<file path="src/rtl/fp_round_pkg.sv">
// Shared types and constants for the pipelined IEEE-754 rounding/packing unit.
package fp_round_pkg;

  typedef enum logic [2:0] {
    Rne = 3'b000,
    Rtz = 3'b001,
    Rdn = 3'b010,
    Rup = 3'b011,
    Rmm = 3'b100
  } rm_e;

  // Result class picked by the S1 priority chain.
  typedef enum logic [2:0] {
    ClsNan,
    ClsInf,
    ClsZero,
    ClsOvf,
    ClsUnf,
    ClsRound
  } cls_e;

  localparam int unsigned FlagNv = 4;
  localparam int unsigned FlagDz = 3;
  localparam int unsigned FlagOf = 2;
  localparam int unsigned FlagUf = 1;
  localparam int unsigned FlagNx = 0;

  typedef struct packed {
    logic sign;
    logic fixed;  // field already final, S2 skips the increment
    logic inc;
  } s1_entry_t;

  // Field helpers return {exp, man} right-aligned in 64 bits; callers slice.
  function automatic logic [63:0] ones(input int unsigned w);
    return (64'd1 << w) - 64'd1;
  endfunction

  function automatic logic [63:0] inf(input int unsigned exp_w, input int unsigned man_w);
    return ones(exp_w) << man_w;
  endfunction

  function automatic logic [63:0] max_finite(input int unsigned exp_w, input int unsigned man_w);
    return ((ones(exp_w) - 64'd1) << man_w) | ones(man_w);
  endfunction

  function automatic logic [63:0] canon_nan(input int unsigned exp_w, input int unsigned man_w);
    return inf(exp_w, man_w) | (64'd1 << (man_w - 1));
  endfunction

endpackage

</file>
<file path="src/rtl/fp_round_incr.sv">
// Mantissa round-up with exponent carry and post-round overflow detection.
module fp_round_incr #(
  parameter int unsigned EXP_W = 8,
  parameter int unsigned MAN_W = 23
) (
  input  logic [EXP_W-1:0] exp_norm,
  input  logic [MAN_W-1:0] man_norm,
  input  logic             inc,
  output logic [EXP_W-1:0] exp_rnd,
  output logic [MAN_W-1:0] man_rnd,
  output logic             ovf
);

  logic carry;

  always_comb begin
    {carry, man_rnd} = {1'b0, man_norm} + (MAN_W + 1)'(inc);
    exp_rnd          = exp_norm + EXP_W'(carry);
    ovf              = &exp_rnd;
  end

endmodule

</file>
<file path="src/rtl/fp_round_pipe.sv">
// Two-stage IEEE-754 round/pack unit with valid/ready handshake and flush.
// Define FP_ROUND_FLAGS_EN to produce fflags; otherwise out_flags is tied to zero.
module fp_round_pipe
  import fp_round_pkg::*;
#(
  parameter int unsigned EXP_W = 8,
  parameter int unsigned MAN_W = 23,
  parameter int unsigned GRS_W = 24,
  parameter int unsigned TAG_W = 5
) (
  input  logic                     clk,
  input  logic                     reset,
  input  logic                     flush,
  input  logic                     in_valid,
  output logic                     in_ready,
  input  logic                     in_nan,
  input  logic                     in_inf1,
  input  logic                     in_inf2,
  input  logic                     in_sign1,
  input  logic                     in_sign2,
  input  logic                     in_sign_res,
  input  logic                     in_underflow,
  input  logic [EXP_W-1:0]         in_exp_norm,
  input  logic [MAN_W-1:0]         in_man_norm,
  input  logic [GRS_W-1:0]         in_grs,
  input  logic [2:0]               in_rm,
  input  logic [TAG_W-1:0]         in_tag,
  output logic                     out_valid,
  input  logic                     out_ready,
  output logic [EXP_W+MAN_W:0]     out_result,
  output logic [4:0]               out_flags,
  output logic [TAG_W-1:0]         out_tag
);

  localparam int unsigned FieldW = EXP_W + MAN_W;
  localparam logic [63:0] NanW = canon_nan(EXP_W, MAN_W);
  localparam logic [63:0] InfW = inf(EXP_W, MAN_W);
  localparam logic [63:0] MaxW = max_finite(EXP_W, MAN_W);
  localparam logic [FieldW-1:0] NanBits = NanW[FieldW-1:0];
  localparam logic [FieldW-1:0] InfBits = InfW[FieldW-1:0];
  localparam logic [FieldW-1:0] MaxBits = MaxW[FieldW-1:0];

  logic s1_valid_q, s2_valid_q, s1_load, s2_load;
  s1_entry_t s1_d, s1_q;
  logic [FieldW-1:0] field_d, s1_field_q;
  logic [TAG_W-1:0] s1_tag_q, out_tag_q;
  logic [FieldW:0] result_d, out_result_q;
  cls_e cls;
  logic g, r, s, to_max;

  assign s2_load  = !s2_valid_q || out_ready;
  assign s1_load  = !s1_valid_q || s2_load;
  assign in_ready = flush || s1_load;

  assign g = in_grs[GRS_W-1];
  assign r = in_grs[GRS_W-2];
  assign s = |in_grs[GRS_W-3:0];

  always_comb begin
    case (in_rm)
      Rtz:     to_max = 1'b1;
      Rdn:     to_max = !in_sign_res;
      Rup:     to_max = in_sign_res;
      default: to_max = 1'b0;
    endcase
  end

  // S1: classification in priority order plus the round-up decision.
  always_comb begin
    cls        = ClsRound;
    s1_d.sign  = in_sign_res;
    s1_d.inc   = 1'b0;
    field_d    = {in_exp_norm, in_man_norm};
    if (in_rm > 3'd4 || in_nan || (in_inf1 && in_inf2 && (in_sign1 != in_sign2))) begin
      cls       = ClsNan;
      s1_d.sign = 1'b0;
      field_d   = NanBits;
    end else if (in_inf1 || in_inf2) begin
      cls       = ClsInf;
      s1_d.sign = in_inf1 ? in_sign1 : in_sign2;
      field_d   = InfBits;
    end else if (in_exp_norm == '0 && in_man_norm == '0) begin
      cls       = ClsZero;
      s1_d.sign = (in_sign1 == in_sign2) ? in_sign_res : (in_rm == Rdn);
      field_d   = '0;
    end else if (&in_exp_norm) begin
      cls       = ClsOvf;
      field_d   = to_max ? MaxBits : InfBits;
    end else if (in_underflow) begin
      cls       = ClsUnf;
      field_d   = '0;
    end else begin
      case (in_rm)
        Rne:     s1_d.inc = g && (r || s || in_man_norm[0]);
        Rdn:     s1_d.inc = in_sign_res && (g || r || s);
        Rup:     s1_d.inc = !in_sign_res && (g || r || s);
        Rmm:     s1_d.inc = g;
        default: s1_d.inc = 1'b0;
      endcase
    end
    s1_d.fixed = (cls != ClsRound);
  end

  always_ff @(posedge clk) begin
    if (reset || flush) begin
      s1_valid_q <= 1'b0;
    end else if (s1_load) begin
      s1_valid_q <= in_valid;
    end
    if (s1_load && in_valid) begin
      s1_q       <= s1_d;
      s1_field_q <= field_d;
      s1_tag_q   <= in_tag;
    end
  end

  // S2: apply the increment and pack.
  logic [EXP_W-1:0] exp_rnd;
  logic [MAN_W-1:0] man_rnd;
  logic ovf, ovf_hit;

  fp_round_incr #(
    .EXP_W (EXP_W),
    .MAN_W (MAN_W)
  ) u_incr (
    .exp_norm (s1_field_q[FieldW-1:MAN_W]),
    .man_norm (s1_field_q[MAN_W-1:0]),
    .inc      (s1_q.inc),
    .exp_rnd  (exp_rnd),
    .man_rnd  (man_rnd),
    .ovf      (ovf)
  );

  assign ovf_hit = !s1_q.fixed && ovf;

  always_comb begin
    if (s1_q.fixed) begin
      result_d = {s1_q.sign, s1_field_q};
    end else if (ovf_hit) begin
      result_d = {s1_q.sign, InfBits};
    end else begin
      result_d = {s1_q.sign, exp_rnd, man_rnd};
    end
  end

  always_ff @(posedge clk) begin
    if (reset) begin
      s2_valid_q   <= 1'b0;
      out_result_q <= '0;
      out_tag_q    <= '0;
    end else begin
      if (flush) begin
        s2_valid_q <= 1'b0;
      end else if (s2_load) begin
        s2_valid_q <= s1_valid_q;
      end
      if (s2_load && s1_valid_q) begin
        out_result_q <= result_d;
        out_tag_q    <= s1_tag_q;
      end
    end
  end

  assign out_valid  = s2_valid_q;
  assign out_result = out_result_q;
  assign out_tag    = out_tag_q;

`ifdef FP_ROUND_FLAGS_EN
  logic [4:0] s1_flags_d, s1_flags_q, out_flags_q, ovf_flags;

  always_comb begin
    s1_flags_d = '0;
    unique case (cls)
      ClsNan:   s1_flags_d[FlagNv] = 1'b1;
      ClsOvf:   begin
        s1_flags_d[FlagOf] = 1'b1;
        s1_flags_d[FlagNx] = 1'b1;
      end
      ClsUnf:   begin
        s1_flags_d[FlagUf] = 1'b1;
        s1_flags_d[FlagNx] = 1'b1;
      end
      ClsRound: s1_flags_d[FlagNx] = g || r || s;
      default:  s1_flags_d = '0;
    endcase
  end

  always_comb begin
    ovf_flags         = '0;
    ovf_flags[FlagOf] = ovf_hit;
    ovf_flags[FlagNx] = ovf_hit;
  end

  always_ff @(posedge clk) begin
    if (s1_load && in_valid) begin
      s1_flags_q <= s1_flags_d;
    end
    if (reset) begin
      out_flags_q <= '0;
    end else if (s2_load && s1_valid_q) begin
      out_flags_q <= s1_flags_q | ovf_flags;
    end
  end

  assign out_flags = out_flags_q;
`else
  assign out_flags = '0;
`endif

endmodule

</file>
<file path="config.mk">
export PLATFORM = sky130hd
export DESIGN_NAME = fp_round_pipe
export DESIGN_NICKNAME = d
export VERILOG_FILES = /design/src/rtl/fp_round_pkg.sv /design/src/rtl/fp_round_incr.sv /design/src/rtl/fp_round_pipe.sv
export SDC_FILE = /design/constraint.sdc
export NUM_CORES = 1
export LEC_CHECK = 0
export ABC_AREA = 1
export CAP_MARGIN = 10
export CORE_MARGIN = 5
export CORE_UTILIZATION = 35
export CTS_CLUSTER_DIAMETER = 50
export DETAILED_ROUTE_END_ITERATION = 8
export PLACE_DENSITY = 0.7
export SLEW_MARGIN = 40
export SYNTH_ARGS = -nofsm -noshare
export SYNTH_HDL_FRONTEND = slang
export SYNTH_HIERARCHICAL = 1
export SYNTH_SLANG_ARGS = --single-unit
</file>
<file path="constraint.sdc">
create_clock -name clk -period 7.9 [get_ports clk]
set_input_delay 2.37 -clock clk [delete_from_list [all_inputs] [get_ports clk]]
set_output_delay 2.37 -clock clk [all_outputs]
set_load 0.03 [all_outputs]
</file>
==> results by group <==
Synth
  – Synth Area in Simple Gates: 27.19%
  – Number of synthesized register bits: 78
  – Post-synthesis adder-cell area fraction: 1.404%
  – Ys Warns: 6
  – Yosys cell types: 35
  – Area contributors post-synth: edfxtp_1 26%, dfxtp_1 18%, nand2_1 10%
  – Multiplexer area fraction after synthesis: 0%
  – Yosys top cell area share: about a quarter
  – Mapped Avg Cell Area: 7.787 sq um
  – Main combinational cell family by area after synthesis: simple AND/OR/NAND/NOR gates
  – Synthesized cell area: 4454 sq um
  – Post-synthesis xor/xnor area fraction: 2.949%
  – Area leader, netlist: edfxtp_1
  – Area fraction in compound gates after synthesis: 17.58%
  – Syn Inst Count: ~570
  – Sequential share of the synthesized area: 43.82%

STA
  – Actual slew at the worst max-slew pin: 797.5 ps
  – Crit path time final: just over 6000 ps
  – Fmax: about 160 MHz
  – Max Slew Vio Count: 0
  – Final Setup Violations: 0
  – Setup TNS: 0 ps
  – Max Clock Skew: 4.278 ps
  – Crit share post-route: 77.73%
  – Max-slew headroom: 46.64%
  – Unrepaired setup endpoints after global routing: false
  – Hold Fails Final Rpt: 0

Drt
  – Total Wirelength: 11.56 mm
  – Iter 0 DRT Violations: 320
  – ANT nets after route: 0
  – Routed WL per cell: 13.63 um
  – Drt pass-1 iters: 5
  – DRC Markers: 0
  – Vias: 4297
  – Vias/cell: between 5 and 6

Critical path
  – CP max stage delay: between 600 and 700 ps
  – Top Family by Delay on Critical Path: buffers and inverters
  – Cells along the critical path: clkdlybuf4s50_1 -> inv_1 -> nand2_1 -> nor2_1 -> nand2_1 -> clkdlybuf4s50_1
  – Critical Path Fanout Max: 3
  – Worst Path Required: 5530 ps
  – Critical Path Source Type: primary input
  – Crit path capture type: output pin
  – Worst Path Buf+Inv: 3
  – Worst r2r src: s1_field_q[0]
  – Slowest stage cell, crit path: clkdlybuf4s50_1
  – CP Launch Point: out_ready
  – Crit path arrival time: 3770 ps
  – Setup Crit Path Kind: primary input to output pin

Power and ir drop
  – Part of the power in the clock network: approximately two fifths
  – Peak VDD IR: 0.1001 mV
  – PwrDens: 174.1 nW/um^2
  – Net Sw Frac: between 20% and 30%
  – Part of the power in registers: 44.3%
  – Comb pwr share: between 10 and 15%
  – LEAKAGE: 2.181 nW
  – P_int: approximately 800 uW
  – Sw power: 246.8 uW

Clock tree
  – Worst-path clk slew: 50 ps
  – Hold buffers post-CTS: 0
  – Clock Tree Root: clkbuf_16
  – Post-CTS setup buffer count: 0
  – CTS sink cnt: 78
  – CTS buffer count: 9
  – Worst-skew pair later-pin latency: 330 ps
  – Cts repair resizes: 0
  – CTS tree: built
  – Clock tree buffer depth: 2
  – # H-tree levels: 3

Floorplanning
  – Starting Density: 35.44%
  – Core ar.: approximately 13000 sq um
  – DIE AREA: 15080 sq um
  – Io pins: 119
  – Row cnt: 41
  – Die Span Y: about 120 um
  – Die X: 122.8 um

Finish
  – Antenna diodes: 0
  – Most frequent cells in the layout: 118 x nand2_1, 113 x clkdlybuf4s50_1, 74 x nor2_1
  – Layout cells sized above 1: 9.320%
  – Most common cell after layout, fill and taps aside: nand2_1
  – Final Net Count: 751
  – Fin util: 47.49%
  – Layout Area Growth over Synthesis: 33.99%
  – Fin cells: 848

Global routing
  – Total GRT Usage: 15.77%
  – GR Overflow Total: 0
  – Initial antenna violation count: 0
  – Vias in the first global route: 4151
  – First-pass GRT wire length: 19.13 mm
  – Largest net degree at the start of global routing: 46

Run
  – Max Cap Violations: 0

Placement
  – HPWL after detailed placement: 8.948 mm
  – GPL Wtd Cong: roughly 0.99
  – IO Port Bufs: 113
  – Placed Cells: 831

Min path
  – Worst min path class: flip-flop to flip-flop
  – Worst Hold Launch: out_tag[1]

Status
  – Outcome: finished, final reports clean
==> worst paths after layout <==
path	endpoint	slack, ps	cells after the start
max	in_ready	1760	6
max reg2reg	out_result[24]	4360	16
min reg2reg	out_tag[1]	480	2
min	out_tag[1]	480	2
==> flip-flops by register name, summed over array words and instances, names as in the netlist <==
signal	cells
s1_q	3
s1_tag_q	5
s1_field_q	31
out_valid	1
out_tag	5
s1_valid_q	1
out_result	32
==> synthesized netlist by cell type, drive strengths merged <==
cell type and n:
nand2 123, nor2 104, a21oi 60, o21ai 47
dfxtp 39, edfxtp 39, inv 33, a31oi 25
buf 24, nand3 20, nand4 8, o22ai 8
xnor2 8, clkbuf 7, xor2 7, ha 5
nand3b 5, nor3 5, o21bai 3, conb 1
nor3b 1
==> power groups by stage <==
stage	combinational, mW	sequential, mW	clock (mW)
after floorplan	0.0627	0.484	0
after global placement	0.149	0.468	0
after detailed placement	0.151	0.469	0
after CTS	0.152	0.461	0.437
after global routing	0.166	0.463	0.456
final	0.152	0.460	0.426
==> cells by family after synthesis <==
logic type	after synthesis
compound gates	143
flops	78
fa+ha+maj	5
xor+xnor	15
buf+inv	64
simple gates	266
other cells	1
==> worst min-delay path, delay by kind of cell (launching register included) <==
| kind | cells | cell delay [ps] |
|---|---|---|
| and+or+nand+nor | 2 | 130 |
| DFF | 1 | 320 |
==> per-layer routing <==
layer / vias up / routed length (um) / track usage [%]
met5: - / 0 / 0
met4: 0 / 249 / 6.158
met3: 21 / 863 / 4.101
met2: 177 / 5422 / 26.41
met1: 1968 / 5022 / 19.36
li1: 2131 / - / -
==> per-stage QoR <==
| step | power, mW | hold slack [ps] | instance area, sq um | worst slack [ps] |
|---|---|---|---|---|
| after floorplan | 0.5468 | 447.6 | 4469 | 2744 |
| after global placement | 0.6167 | 455.2 | 5637 | 1825 |
| after detailed placement | 0.6204 | 473.6 | 5639 | 1757 |
| after CTS | 1.049 | 487.0 | 5948 | 1752 |
| after global routing | 1.085 | 506.0 | 5968 | 1712 |
| final | 1.039 | 477.7 | 5968 | 1760 |
==> layout make-up <==
type,instances,area [sq um]
clock buffers,12,236.5
inverters,33,123.9
repair buffers,115,1154
flip-flops and latches,78,1952
multi-input cells,434,2215
well taps,172,215.2
clock inverters,4,72.57
fillers,1228,6600
Power figures use the tool's default switching activity.
